**config.mk**
```make
export PLATFORM = sky130hd
export DESIGN_NAME = register_file_2r1w
export DESIGN_NICKNAME = d
export VERILOG_FILES = /design/src/rtl/regfile_pkg.sv /design/src/rtl/regfile_read_port.sv /design/src/rtl/register_file_2r1w.sv
export SDC_FILE = /design/constraint.sdc
export NUM_CORES = 1
export LEC_CHECK = 0
export BUFFER_PORTS_ARGS = -buffer_cell sky130_fd_sc_hd__buf_2
export CAP_MARGIN = 40
export CORE_MARGIN = 8
export CORE_UTILIZATION = 45
export CTS_BUF_LIST = sky130_fd_sc_hd__clkbuf_8 sky130_fd_sc_hd__clkbuf_16
export DETAILED_ROUTE_END_ITERATION = 8
export HOLD_SLACK_MARGIN = 0.02
export PLACE_DENSITY = 0.74
export SYNTH_ARGS = -nofsm -noshare
export SYNTH_HDL_FRONTEND = slang
export SYNTH_SLANG_ARGS = --single-unit
```
**constraint.sdc**
```tcl
create_clock -name clock -period 4.1 [get_ports clock]
set_input_delay 0.41 -clock clock [delete_from_list [all_inputs] [get_ports clock]]
set_output_delay 0.41 -clock clock [all_outputs]
set_load 0.02 [all_outputs]
```
**src/rtl/regfile_pkg.sv**
```systemverilog
// Shared defaults and clear-engine state encoding for the 2R1W register file.
package regfile_pkg;

  localparam int unsigned REGFILE_DATA_WIDTH = 8;
  localparam int unsigned REGFILE_REG_COUNT  = 16;

  typedef enum logic {
    RF_IDLE,
    RF_CLEAR
  } regfile_state_t;

endpackage

```
**src/rtl/regfile_read_port.sv**
```systemverilog
// One registered read port: same-cycle write bypass, zero-register masking, output flop.
// Bypass (write-first) is compiled in when REGFILE_BYPASS_EN is defined; read-first otherwise.
module regfile_read_port #(
  parameter int unsigned DATA_WIDTH = 8,
  parameter int unsigned ADDR_WIDTH = 4,
  parameter int unsigned ZERO_REG   = 0
) (
  input  logic                  clock,
  input  logic                  reset,
  input  logic [ADDR_WIDTH-1:0] raddr,
  input  logic [DATA_WIDTH-1:0] reg_value,
  input  logic                  write_en,
  input  logic [ADDR_WIDTH-1:0] waddr,
  input  logic [DATA_WIDTH-1:0] wdata,
  output logic [DATA_WIDTH-1:0] rdata
);

  logic [DATA_WIDTH-1:0] value_c;

  // Zero-register masking is applied last so it wins over the bypass path.
  always_comb begin
    value_c = reg_value;
`ifdef REGFILE_BYPASS_EN
    if (write_en && (waddr == raddr)) value_c = wdata;
`endif
    if ((ZERO_REG != 0) && (raddr == '0)) value_c = '0;
  end

`ifndef REGFILE_BYPASS_EN
  logic unused_bypass_c;
  assign unused_bypass_c = ^{write_en, waddr, wdata};
`endif

  always_ff @(posedge clock or posedge reset) begin
    if (reset) rdata <= '0;
    else       rdata <= value_c;
  end

endmodule

```
**src/rtl/register_file_2r1w.sv**
```systemverilog
// 2-read/1-write register file with a one-entry-per-cycle sweep clear engine.
// Define REGFILE_BYPASS_EN for write-first reads; default is read-first.
module register_file_2r1w
  import regfile_pkg::*;
#(
  parameter int unsigned DATA_WIDTH = REGFILE_DATA_WIDTH,
  parameter int unsigned REG_COUNT  = REGFILE_REG_COUNT,
  parameter int unsigned ADDR_WIDTH = $clog2(REG_COUNT),
  parameter int unsigned ZERO_REG   = 0
) (
  input  logic                  clock,
  input  logic                  reset,
  input  logic                  load,
  input  logic [ADDR_WIDTH-1:0] waddr,
  input  logic [DATA_WIDTH-1:0] wdata,
  input  logic [ADDR_WIDTH-1:0] raddr_a,
  output logic [DATA_WIDTH-1:0] rdata_a,
  input  logic [ADDR_WIDTH-1:0] raddr_b,
  output logic [DATA_WIDTH-1:0] rdata_b,
  input  logic                  clear_req,
  output logic                  clear_busy,
  output logic                  wr_drop
);

  regfile_state_t        state, next_state;
  logic [ADDR_WIDTH-1:0] clear_idx;
  logic [DATA_WIDTH-1:0] regs [REG_COUNT];
  logic                  write_en_c;
  logic                  drop_c;
  logic                  clear_last_c;

  always_ff @(posedge clock or posedge reset) begin
    if (reset) state <= RF_IDLE;
    else       state <= next_state;
  end

  // Writes are only accepted in IDLE; a load during the sweep is reported as dropped.
  always_comb begin
    next_state   = state;
    write_en_c   = 1'b0;
    drop_c       = 1'b0;
    clear_last_c = (clear_idx == ADDR_WIDTH'(REG_COUNT - 1));
    case (state)
      RF_IDLE: begin
        write_en_c = load && !((ZERO_REG != 0) && (waddr == '0));
        if (clear_req) next_state = RF_CLEAR;
      end
      RF_CLEAR: begin
        drop_c = load;
        if (clear_last_c) next_state = RF_IDLE;
      end
      default: next_state = RF_IDLE;
    endcase
  end

  always_ff @(posedge clock or posedge reset) begin
    if (reset) begin
      clear_idx  <= '0;
      clear_busy <= 1'b0;
      wr_drop    <= 1'b0;
    end else begin
      clear_busy <= (next_state == RF_CLEAR);
      wr_drop    <= drop_c;
      if (state == RF_CLEAR) clear_idx <= clear_idx + ADDR_WIDTH'(1);
    end
  end

  // Sweep clear owns the write path while active.
  always_ff @(posedge clock or posedge reset) begin
    if (reset) begin
      for (int i = 0; i < int'(REG_COUNT); i++) regs[i] <= '0;
    end else if (state == RF_CLEAR) begin
      regs[clear_idx] <= '0;
    end else if (write_en_c) begin
      regs[waddr] <= wdata;
    end
  end

  regfile_read_port #(
    .DATA_WIDTH(DATA_WIDTH),
    .ADDR_WIDTH(ADDR_WIDTH),
    .ZERO_REG  (ZERO_REG)
  ) u_read_a (
    .clock    (clock),
    .reset    (reset),
    .raddr    (raddr_a),
    .reg_value(regs[raddr_a]),
    .write_en (write_en_c),
    .waddr    (waddr),
    .wdata    (wdata),
    .rdata    (rdata_a)
  );

  regfile_read_port #(
    .DATA_WIDTH(DATA_WIDTH),
    .ADDR_WIDTH(ADDR_WIDTH),
    .ZERO_REG  (ZERO_REG)
  ) u_read_b (
    .clock    (clock),
    .reset    (reset),
    .raddr    (raddr_b),
    .reg_value(regs[raddr_b]),
    .write_en (write_en_c),
    .waddr    (waddr),
    .wdata    (wdata),
    .rdata    (rdata_b)
  );

endmodule

```
# [After elaboration in Yosys (flattened, before gate mapping)]
# Index checks and enable logic that the tools add are counted.
[classes] n_addsub=1 n_mul=0 div_mod_pow=0 order_cmp=6 n_eq_ne=1 shift=0 muxes=18 bitwise=7 n_reduce_logical=3
[ops] op="128-bit two-way mux" n=2
[ops] op="128-bit bitwise AND" n=1
[ops] op="128-bit bitwise mux" n=1
[ops] op="128-bit inverter" n=1
[ops] op="8-bit binary-select mux with 4-bit select" n=2
[ops] op="8-bit demux with 4-bit select" n=2
[ops] op="8-bit two-way mux" n=6
[ops] op="5-bit greater-or-equal comparator, second input constant" n=4
[ops] op="4-bit inverter with 5-bit output" n=4
[ops] op="5-bit by 1-bit less-than comparator with 1-bit output, second input constant" n=2
[ops] op="4-bit by 1-bit adder with 4-bit output, second input constant" n=1
[ops] op="4-bit == test, second input constant" n=1
[ops] op="1-bit two-way mux" n=4
[ops] op="1-bit logical AND" n=2
[ops] op="1-bit case mux with 2 select lines" n=1
[ops] op="2-bit nonzero test" n=1
[ops] op="1-bit inverter" n=1
[totals] reg_bits=150 latchBits=0 ramBits=0 romBits=0 input_bits=24 word_cells=57 mem_count=0

# [Longest topological paths before layout]
# Gate-level depths: netlist of the first run.
[depth] ltp_word=8 mapped_depth=7

# [Hierarchy]
# A second synthesis of the first run with hierarchy kept.
[hier_totals] cells_unflattened=526 hier_area_um2=7450.9
[by_module_without_submodules] module="register_file_2r1w" instances=1 cells_each=508 area_per_inst_um2=7043.0
[by_module_without_submodules] module="regfile_read_port" instances=2 cells_each=9 area_per_inst_um2=203.9

# [Worst setup path before layout of the first run]
# OpenSTA, ideal clock, no wires.
[synth_path] kind="input to register" start="input port raddr_a[1]" end="register u_read_a.rdata[1]" setup_time_ns=0.124 arrival_time_ns=1.473 t_required_ns=3.976 setup_slack_ns=2.503 stages=6 n_path_buf=3 cell_sequence="buf_2 > buf_2 > buf_4 > mux4_2 > a22oi_1 > nand2_1"
[synth_between] elab_chain_len=4
[synth_lines] element="start: declaration" line_no="register_file_2r1w.sv:16" source="input logic [ADDR_WIDTH-1:0] raddr_a,"
[synth_lines] element="4-bit inverter with 5-bit output (implied by the code)" line_no="register_file_2r1w.sv:87" source=".reg_value(regs[raddr_a]),"
[synth_lines] element="8-bit binary-select mux with 4-bit select" line_no="register_file_2r1w.sv:87"
[synth_lines] element="8-bit two-way mux (implied by the code) (2 in a row)" line_no="register_file_2r1w.sv:87"
[synth_lines] element="named net u_read_a.reg_value[1]" line_no="regfile_read_port.sv:11" source="input logic [DATA_WIDTH-1:0] reg_value,"
[synth_lines] element="end signal: assignment" line_no="regfile_read_port.sv:36" source="else rdata <= value_c;"
[synth_lines] element="end: declaration" line_no="regfile_read_port.sv:15" source="output logic [DATA_WIDTH-1:0] rdata"
# The timed path passes the listed nets, and every way through them passes these cells. The select of a mux whose other input is x is not followed.
# A chain may end at the register's enable or synchronous reset.

==> results of run 1 <==
==> sequential cells by signal, summed over array words and instances, names as in the netlist <==
register / cells
u_read_b.rdata: 8
u_read_a.rdata: 8
wr_drop: 1
clear_idx: 4
clear_busy: 1
regs: 128
==> cell families after synthesis <==
kind of cell	count (synthesis)	share of synthesized area [%]
xor+xnor	3	0.315
fa+ha+maj	4	0.600
compound gates	162	12.1
simple gates	292	17.6
mux	64	18.8
buf+inv	84	5.55
flops	150	45.0
==> routing by layer <==
layer | vias up | GRT usage [%] | part of all wire [%]
li1 | 2847 | - | -
met1 | 3337 | 26.9 | 40
met2 | 410 | 32.2 | 46
met3 | 56 | 6.78 | 10
met4 | 0 | 8.23 | 3.1
met5 | - | 0 | 0
==> layout by cell type, fill, tap and decap left out <==
master and instances:
dfrtp_1 150, buf_12 2, clkinv_2 2, a31o_1 2, xnor2_1 2, inv_1 7, mux4_1 34, nor2_1 2
and4b_1 1, and3_1 32, o21ai_0 82, and2_0 2, xor2_1 1, o21a_1 1, nor2_2 1, nand4bb_1 4
clkbuf_16 17, ha_1 4, nand2_1 118, nor4bb_4 2, buf_16 1, a22oi_1 32, o21ai_1 15, nand4_1 5
clkinvlp_4 2, nand4b_1 8, clkbuf_8 5, mux4_2 30, nor2b_1 4, a31o_2 30, nand3_1 96, buf_2 41
buf_4 12, buf_6 1, buf_8 1, and2_1 14, nor4b_4 1, nor2b_2 2
==> power groups by stage <==
stage          logic, mW  registers (mW)  clock network, mW
6_report            1.68            2.64               1.42
5_1_grt             1.84            2.70               1.49
4_1_cts             1.67            2.61               1.43
3_5_place_dp        1.67            2.64                  0
3_3_place_gp        1.60            2.58                  0
2_1_floorplan       1.21            2.45                  0
==> per-stage QoR <==
step,hold WS (ns),setup slack [ns],power [mW],cells,utilization [%]
floorplan,0.478,1.80,3.67,759,-
global placement,0.504,1.66,4.18,966,46.3
detailed placement,0.519,1.65,4.31,970,46.7
CTS,0.183,1.66,5.72,1000,49.6
global route,0.185,1.42,6.04,1000,49.6
finish,0.191,1.63,5.74,1000,49.6
==> final cells by class <==
| class | instances | share of cell area [%] |
|---|---|---|
| Multi-Input combinational cell | 525 | 45.6 |
| Clock inverter | 8 | 0.397 |
| Clock buffer | 22 | 5.40 |
| Timing Repair Buffer | 58 | 4.25 |
| Sequential cell | 150 | 41.0 |
| Tap cell | 234 | 3.20 |
| Inverter | 3 | 0.164 |
==> synthesized netlist by cell type, types with 3 or more instances <==
cell	n	area [um^2]
nor2_1	3	11.3
nand2_1	118	443
nand4bb_1	4	45.0
nand4_1	5	31.3
o21ai_1	15	75.1
ha_1	4	50.1
a31o_2	30	263
clkbuf_2	4	20.0
buf_2	25	125
nand3_1	96	480
nand4b_1	8	70.1
inv_1	3	11.3
and3_1	32	200
nor2b_1	6	37.5
o21ai_0	82	410
mux4_1	34	893
dfrtp_1	150	3750
and2_1	14	87.6
a22oi_1	32	240
buf_1	6	22.5
buf_6	6	67.6
mux4_2	30	676
buf_4	9	67.6
clkbuf_1	29	109
==> critical path, delay by kind of cell (launching register included) <==
kind	cells	cell delay [ns]
AND/OR/NAND/NOR	2	1.21
buffers and inverters	1	0.35
AO/OA/AOI/OAI	1	0.16
flip-flops	1	0.60
==> how the worst max path moves through the flow <==
| stage | start | endpoint | slack (ns) | cells past startpoint |
|---|---|---|---|---|
| floorplan | reset | clear_busy | 1.80 | 1 |
| global placement | raddr_b[0] | u_read_b.rdata[6] | 1.66 | 5 |
| detailed placement | clear_busy | regs[32] | 1.65 | 4 |
| CTS | clear_busy | regs[35] | 1.66 | 4 |
| global route | clear_busy | regs[32] | 1.42 | 4 |
| finish | clear_busy | regs[35] | 1.63 | 4 |
==> results.json, run 1 <==
{
  "drt_wl_total_um": 23800,
  "maxCapViolCount": 0,
  "ios": 42,
  "power_frac_seq_pct": 46.0,
  "max_stage_delay_ns": 0.89,
  "grt_pass1_vias": 6489,
  "drc": 0,
  "tritoncts": "yes",
  "dieWidth_um": 152,
  "hpwl_um": 16400,
  "fin_area_um2": 9150,
  "multi_input_area_um2": 4170,
  "numCtsBuffers": 17,
  "vias_per_cell": 6.65,
  "gp_routability_congestion": 0.839,
  "ys_ff_latch": 150,
  "swShare_pct": 35.6,
  "final_nets": 783,
  "rsz0062_at_grt": "no",
  "placed_cell_area_um2": 8620,
  "synth_edf_count": 0,
  "drt-initial-drc-count": 785,
  "synthArstFlopShare_pct": 100,
  "fin_crit_sh_pct": 60.3,
  "regArea_um2": 3750,
  "route.vias.total": 6650,
  "dr.pass1.iters": 5,
  "r2r-end": "regs[35]",
  "area_growth_pct": 9.61,
  "cts_hold_buffers": 0,
  "ys_warn_count": 0,
  "ctsResizeCount": 0,
  "crit_slowest_cell": "nor4bb_4",
  "worstPathCellList": "nor4bb_4, buf_4, and2_1, o21ai_0",
  "track_usage_pct": 20.9,
  "worst_ep_arrival_time_ns": 2.76,
  "hold_end": "clear_busy",
  "grt_start_max_net_pins": 151,
  "synth_cells": 759,
  "initial_core_util_pct": 45.2,
  "switchingPower_mw": 2.04,
  "timing.fmax_mhz": 404,
  "die_area_um2": 23200,
  "post_cts_buffers": 0,
  "rows": 50,
  "ir_drop_mv": 0.334,
  "fin_worst_skew_ns": 0.00636,
  "p_int_mw": 3.70,
  "n_fill_cell": 1581,
  "grt_overflow": 0,
  "finalSetupViolCount": 0,
  "htreeDepth": 4,
  "coreArea_um2": 18500,
  "min_from": "clear_req",
  "crit_type": "register to register",
  "numClockSinks": 150,
  "fin_crit_ns": 2.47,
  "outcome": "finished, final reports clean",
  "clk_latency_ns": 0.43,
  "finalHoldViolations": 0,
  "p_clk_share_pct": 24.7,
  "worstMarginPinSlew_ns": 0.927,
  "rr_worst_depth": 4,
  "antenna_cells": 0,
  "synth_area_um2": 8350,
  "path_max_fanout": 19,
  "holdCritPathClass": "primary input to register",
  "die_y_um": 152,
  "rr_startpoint": "clear_busy",
  "grt_first_pass_wirelength_um": 37900,
  "worstSetupStartpointType": "register",
  "slew_violations": 0,
  "numPortBuffers": 41,
  "avgSynthCellArea_um2": 11.0,
  "wl_per_cell_um": 23.8,
  "max_slew_margin_pct": 38.1,
  "antenna_found_initial": 0,
  "cts_buffer_depth": 2,
  "critPathRequiredTime_ns": 4.39,
  "hold_depth": 2,
  "r2r_setup_slack_ns": 1.63,
  "power_density_nw_per_um2": 628,
  "final.setup.tns_ns": 0,
  "clk_pin_slew_ns": 0.06,
  "detail-route-antenna-nets": 0,
  "endpoint_kind": "register",
  "clock-root-buffer": "clkbuf_16",
  "comb_power_share_pct": 29.3,
  "synth_cell_type_count": 33,
  "ys.flop_type": "dfrtp_1",
  "ys_seq_area_share_pct": 45.0,
  "syn_nets": 787,
  "p_leak_nw": 4.21,
  "final_layout_size_suffix_gt1_share_pct": 19.6
}
Note: power is estimated with default switching activity, not from simulation.
==> inputs of run 2 (changes only) <==
ABC_AREA = 1   (was unset)
PLACE_DENSITY = 0.72   (was 0.74)
clock period = 2.45 ns   (was 4.1 ns; I/O delays follow)
==> run 2 against run 1 <==
Net effect:
- register-to-register slack worse by 0.98 ns
- clock power rose by 100%
- sequential share of layout area is 1.1 points lower
- clock skew barely moved
- critical path type unchanged
- largest cell class is now sequential cells
==> results.json, run 2 <==
{
  "finalHoldViolations": 0,
  "ys_seq_area_share_pct": 45.1,
  "ios": 42,
  "route.vias.total": 7879,
  "tritoncts": "yes",
  "track_usage_pct": 23.7,
  "rr_worst_depth": 6,
  "vias_per_cell": 5.88,
  "p_int_mw": 5.54,
  "synthTopCellsByCount": "nand2_1 (304), nand3_1 (224), inv_1 (156), dfrtp_1 (150), o22ai_1 (120)",
  "numPortBuffers": 41,
  "switchingPower_mw": 2.94,
  "detail-route-antenna-nets": 0,
  "max_slew_margin_pct": 38.0,
  "holdCritPathClass": "primary input to register",
  "hpwl_um": 17900,
  "dieWidth_um": 152,
  "numClockSinks": 150,
  "wl_per_cell_um": 20.3,
  "synth_most_common_cell": "nand2_1",
  "worstSetupStartpointType": "register",
  "final_layout_size_suffix_gt1_share_pct": 11.6,
  "worst_ep_arrival_time_ns": 2.08,
  "grt_start_max_net_pins": 65,
  "place_ws_ns": 0.692,
  "fin_crit_sh_pct": 73.5,
  "synth_area_leaders": "dfrtp_1 (45%), nand2_1 (14%), nand3_1 (13%)",
  "final.setup.tns_ns": 0,
  "drt-initial-drc-count": 1125,
  "swShare_pct": 34.6,
  "ys_warn_count": 0,
  "ys.flop_type": "dfrtp_1",
  "slew_violations": 0,
  "antenna_cells": 0,
  "p_leak_nw": 5.00,
  "htreeDepth": 4,
  "fin_ws_ns": 0.649,
  "drc": 0,
  "top_regs": "regs: 128 flops, u_read_a.rdata: 8 flops, u_read_b.rdata: 8 flops",
  "synth_cells": 1079,
  "path_max_fanout": 14,
  "ir_drop_mv": 0.600,
  "antenna_found_initial": 0,
  "fin_worst_skew_ns": 0.00671,
  "ys_ff_latch": 150,
  "rows": 49,
  "largest_register": "regs",
  "clock-root-buffer": "clkbuf_16",
  "critPathRequiredTime_ns": 2.73,
  "syn_nets": 1107,
  "grt_pass1_vias": 7515,
  "outcome": "finished, final reports clean",
  "worstMarginPinSlew_ns": 0.928,
  "min_from": "wdata[4]",
  "synth_edf_count": 0,
  "yosysTopAreaCellShare_pct": 45.1,
  "cts_buffer_depth": 2,
  "post_cts_buffers": 0,
  "power_density_nw_per_um2": 903,
  "finalSetupViolCount": 0,
  "die_y_um": 152,
  "dr.pass1.iters": 8,
  "final_nets": 1126,
  "area_growth_pct": 13.0,
  "die_area_um2": 23100,
  "final_common_cell": "nand2_1",
  "initial_core_util_pct": 46.1,
  "comb_power_share_pct": 28.6,
  "numCtsBuffers": 17,
  "drt_wl_total_um": 27200,
  "rsz0062_at_grt": "no",
  "hold_depth": 3,
  "p_clk_share_pct": 34.0,
  "power_frac_seq_pct": 37.3,
  "clk_latency_ns": 0.45,
  "fin_crit_ns": 1.80,
  "maxCapViolCount": 0,
  "gp_routability_congestion": 0.933,
  "synthArstFlopShare_pct": 100,
  "timing.fmax_mhz": 555,
  "grt_first_pass_wirelength_um": 43000,
  "largest_register_ffs": 128,
  "coreArea_um2": 18000,
  "avgSynthCellArea_um2": 7.71,
  "startpoint": "clear_busy",
  "grt_overflow": 0,
  "clk_pin_slew_ns": 0.06,
  "rr_startpoint": "clear_busy",
  "synth_area_um2": 8320,
  "endpoint_kind": "register",
  "yosysTopAreaCell": "dfrtp_1",
  "crit_type": "register to register",
  "synth_cell_type_count": 25,
  "final_cell_mix": "nand2_1 (304), nand3_1 (224), inv_1 (159)"
}
## run 2: layer usage
layer	vias up	wire length, um	GRT usage [%]	share of wire, %
li1	3582	-	-	-
met1	3667	11000	31.1	40
met2	524	11800	33.9	43
met3	106	3100	7.31	11
met4	0	1270	13.2	4.7
met5	-	0	0	0
## run 2: worst paths after layout
check | to | slack (ns)
setup reg to reg | regs[48] | 0.65
hold / removal | regs[116] | 0.02
hold reg to reg | regs[9] | 0.54
max in group asynchronous | regs[17] | 1.34
min in group asynchronous | regs[35] | 0.42
setup / recovery | regs[48] | 0.65
## run 2: final cells by class
| type | instances | area, um^2 |
|---|---|---|
| sequential | 150 | 3750 |
| clock buffer | 19 | 453 |
| tap | 229 | 287 |
| timing repair buffer | 58 | 403 |
| fill | 1721 | 8630 |
| clock inverter | 13 | 188 |
| inverter | 160 | 609 |
| multi-input combinational | 711 | 3700 |
## run 2: cell families (layout without fill, tap and decap cells)
kind of cell	after synthesis	in the layout	synth area share, %
DFF	150	150	45.1
xor gates and xnor gates	3	3	0.316
AOI/OAI and AO/OA	131	131	9.86
buffers and inverters	218	250	10.4
and+or+nand+nor	573	573	33.7
adders and majority gates	4	4	0.602
## run 2: repair_timing
action,in CTS,in global routing
resized for setup,0,0
hold buffers,3,0
hold endpoints to repair,23,0
## run 2: through the flow
stage / instance area, um^2 / power [mW] / hold slack [ns] / cells / util, %
floorplan: 8320 / 4.89 / 0.349 / 1079 / -
global placement: 8720 / 5.51 / 0.340 / 1305 / 48.4
detailed placement: 8720 / 5.57 / 0.347 / 1305 / 48.4
CTS: 9390 / 8.44 / 0.0223 / 1340 / 52.1
global route: 9390 / 8.89 / 0.0426 / 1340 / 52.1
finish: 9390 / 8.48 / 0.0180 / 1340 / 52.1
## run 2: power groups by stage
| stage | sequential, mW | clock [mW] | combinational, mW |
|---|---|---|---|
| detailed placement | 3.21 | 0 | 2.36 |
| floorplan | 3.21 | 0 | 1.68 |
| CTS | 3.16 | 2.88 | 2.39 |
| finish | 3.17 | 2.89 | 2.43 |
| global route | 3.22 | 2.98 | 2.70 |
| global placement | 3.19 | 0 | 2.32 |
## run 2: worst max-delay path, stage by stage, from the launching register on
cell and delay (ns):
dfrtp_1 0.57, inv_2 0.17, nand2_2 0.10, nor2_8 0.33, nand3_4 0.21, nand2_4 0.15
o22ai_1 0.10
==> inputs of run 3 (changes only) <==
clock period = 1.75 ns   (was 2.45 ns; I/O delays follow)
==> run 3 against run 2 <==
Net effect:
- clock skew is 0.0036 ns higher
- maximum frequency is 18% higher
- core utilization is 1.2 points higher
- global-route usage is 0.61 points lower
- clock power is 31% higher
- non-clock buffer count is 21 higher
- cell area is 2.3% higher
- sequential power is 39% higher
- sequential cell count stayed put
- setup slack worse by 0.43 ns
- via count is 2.6% higher
- register-to-register slack worse by 0.43 ns
==> results.json, run 3 (synthesis results as in run 2) <==
{
  "p_int_mw": 7.50,
  "clock-root-buffer": "clkbuf_16",
  "hpwl_um": 18100,
  "track_usage_pct": 23.0,
  "ios": 42,
  "drc": 0,
  "regArea_um2": 3750,
  "worstMarginPinSlew_ns": 0.604,
  "coreArea_um2": 18000,
  "wl_per_cell_um": 19.9,
  "worst_ep_arrival_time_ns": 1.83,
  "antenna_found_initial": 2,
  "detail-route-antenna-nets": 0,
  "comb_power_share_pct": 30.2,
  "dr.pass1.iters": 5,
  "multi_input_area_um2": 3700,
  "grt_start_max_net_pins": 81,
  "die_area_um2": 23100,
  "power_frac_seq_pct": 37.5,
  "fin_worst_skew_ns": 0.0103,
  "grt_overflow": 0,
  "timing.fmax_mhz": 654,
  "drt_wl_total_um": 27200,
  "numPortBuffers": 41,
  "grt_pass1_vias": 7544,
  "finalSetupViolCount": 0,
  "ir_drop_mv": 1.46,
  "fin_crit_sh_pct": 87.4,
  "p_leak_nw": 5.08,
  "top_regs": "regs: 128 flops, u_read_a.rdata: 8 flops, u_read_b.rdata: 8 flops",
  "final.setup.tns_ns": 0,
  "slew_violations": 0,
  "drt-initial-drc-count": 1073,
  "numCtsBuffers": 17,
  "final_layout_size_suffix_gt1_share_pct": 13.0,
  "max_slew_margin_pct": 59.7,
  "place_ws_ns": 0.246,
  "rows": 49,
  "outcome": "finished, final reports clean",
  "critPathRequiredTime_ns": 2.05,
  "final_cell_mix": "nand2_1 (304), nand3_1 (224), inv_1 (155)",
  "post-route-util_pct": 53.3,
  "endpoint_kind": "register",
  "htreeDepth": 4,
  "tritoncts": "yes",
  "clk_pin_slew_ns": 0.06,
  "final_nets": 1147,
  "final_common_cell": "nand2_1",
  "r2r_setup_slack_ns": 0.22,
  "gp_routability_congestion": 0.954,
  "n_fill_cell": 1666,
  "clk_latency_ns": 0.44,
  "holdCritPathClass": "primary input to register",
  "power_density_nw_per_um2": 1220,
  "finalHoldViolations": 0,
  "largest_register": "regs",
  "area_growth_pct": 15.5,
  "fin_ws_ns": 0.221,
  "numClockSinks": 150,
  "largest_register_ffs": 128,
  "cts_buffer_depth": 2,
  "p_clk_share_pct": 32.2,
  "initial_core_util_pct": 46.1,
  "swShare_pct": 36.0,
  "fin_crit_ns": 1.53,
  "switchingPower_mw": 4.23,
  "vias_per_cell": 5.94,
  "rsz0062_at_grt": "no",
  "path_max_fanout": 9,
  "worstSetupStartpointType": "register",
  "grt_first_pass_wirelength_um": 42300,
  "post_cts_buffers": 0,
  "dieWidth_um": 152,
  "antenna_cells": 0,
  "maxCapViolCount": 0,
  "crit_type": "register to register",
  "die_y_um": 152,
  "route.vias.total": 8085
}
==> run 3: path summary, 6_finish.rpt <==
path / from / cells after the start / endpoint
max: clear_busy / 6 / regs[21]
min: load / 3 / wr_drop
max reg2reg: clear_busy / 6 / regs[21]
min reg2reg: regs[42] / 2 / regs[42]
max in group asynchronous: reset / 4 / regs[69]
min in group asynchronous: reset / 4 / u_read_b.rdata[0]
==> run 3: metrics by stage <==
stage	hold WS [ns]	power, mW	area, um^2	cells
finish	0.0358	11.7	9610	1361
global route	0.0560	12.3	9610	1361
CTS	0.0348	11.7	9610	1361
detailed placement	0.307	7.90	8900	1319
global placement	0.298	7.78	8900	1319
floorplan	0.279	6.84	8320	1079
==> run 3: final cells by class <==
cell class | count | area share, %
Clock inverter | 15 | 1.86
Multi-Input combinational cell | 711 | 38.5
Inverter | 160 | 6.34
Clock buffer | 17 | 4.43
Tap cell | 229 | 2.98
Timing Repair Buffer | 79 | 6.80
Sequential cell | 150 | 39.1
==> run 3: power by group through the flow <==
| stage | Combinational (mW) | Sequential [mW] | Clock, mW |
|---|---|---|---|
| floorplan | 2.35 | 4.49 | 0 |
| global placement | 3.35 | 4.43 | 0 |
| detailed placement | 3.43 | 4.46 | 0 |
| CTS | 3.48 | 4.40 | 3.79 |
| global route | 3.86 | 4.47 | 3.94 |
| finish | 3.54 | 4.40 | 3.78 |
==> run 3: timing repair <==
item | 4_1_cts | 5_1_grt
endpoints found under the setup margin | 0 | 0
hold buffers | 10 | 0
resized for setup | 0 | 0
endpoints found under the hold margin | 159 | 0
==> run 3: critical path, stage by stage (launching register included) <==
cell and delay [ns]:
dfrtp_1 0.44, inv_2 0.11, nand2_2 0.09, nor2_8 0.29, nand3_4 0.20, nand2_4 0.15
o22ai_1 0.09
==> run 3: per-layer routing <==
metal | wire length (um) | global-route usage [%] | vias up
met3 | 3010 | 5.79 | 95
met1 | 10700 | 30.3 | 3803
met5 | 8 | 0 | -
met4 | 1090 | 11.4 | 2
li1 | - | - | 3635
met2 | 12300 | 34.7 | 550
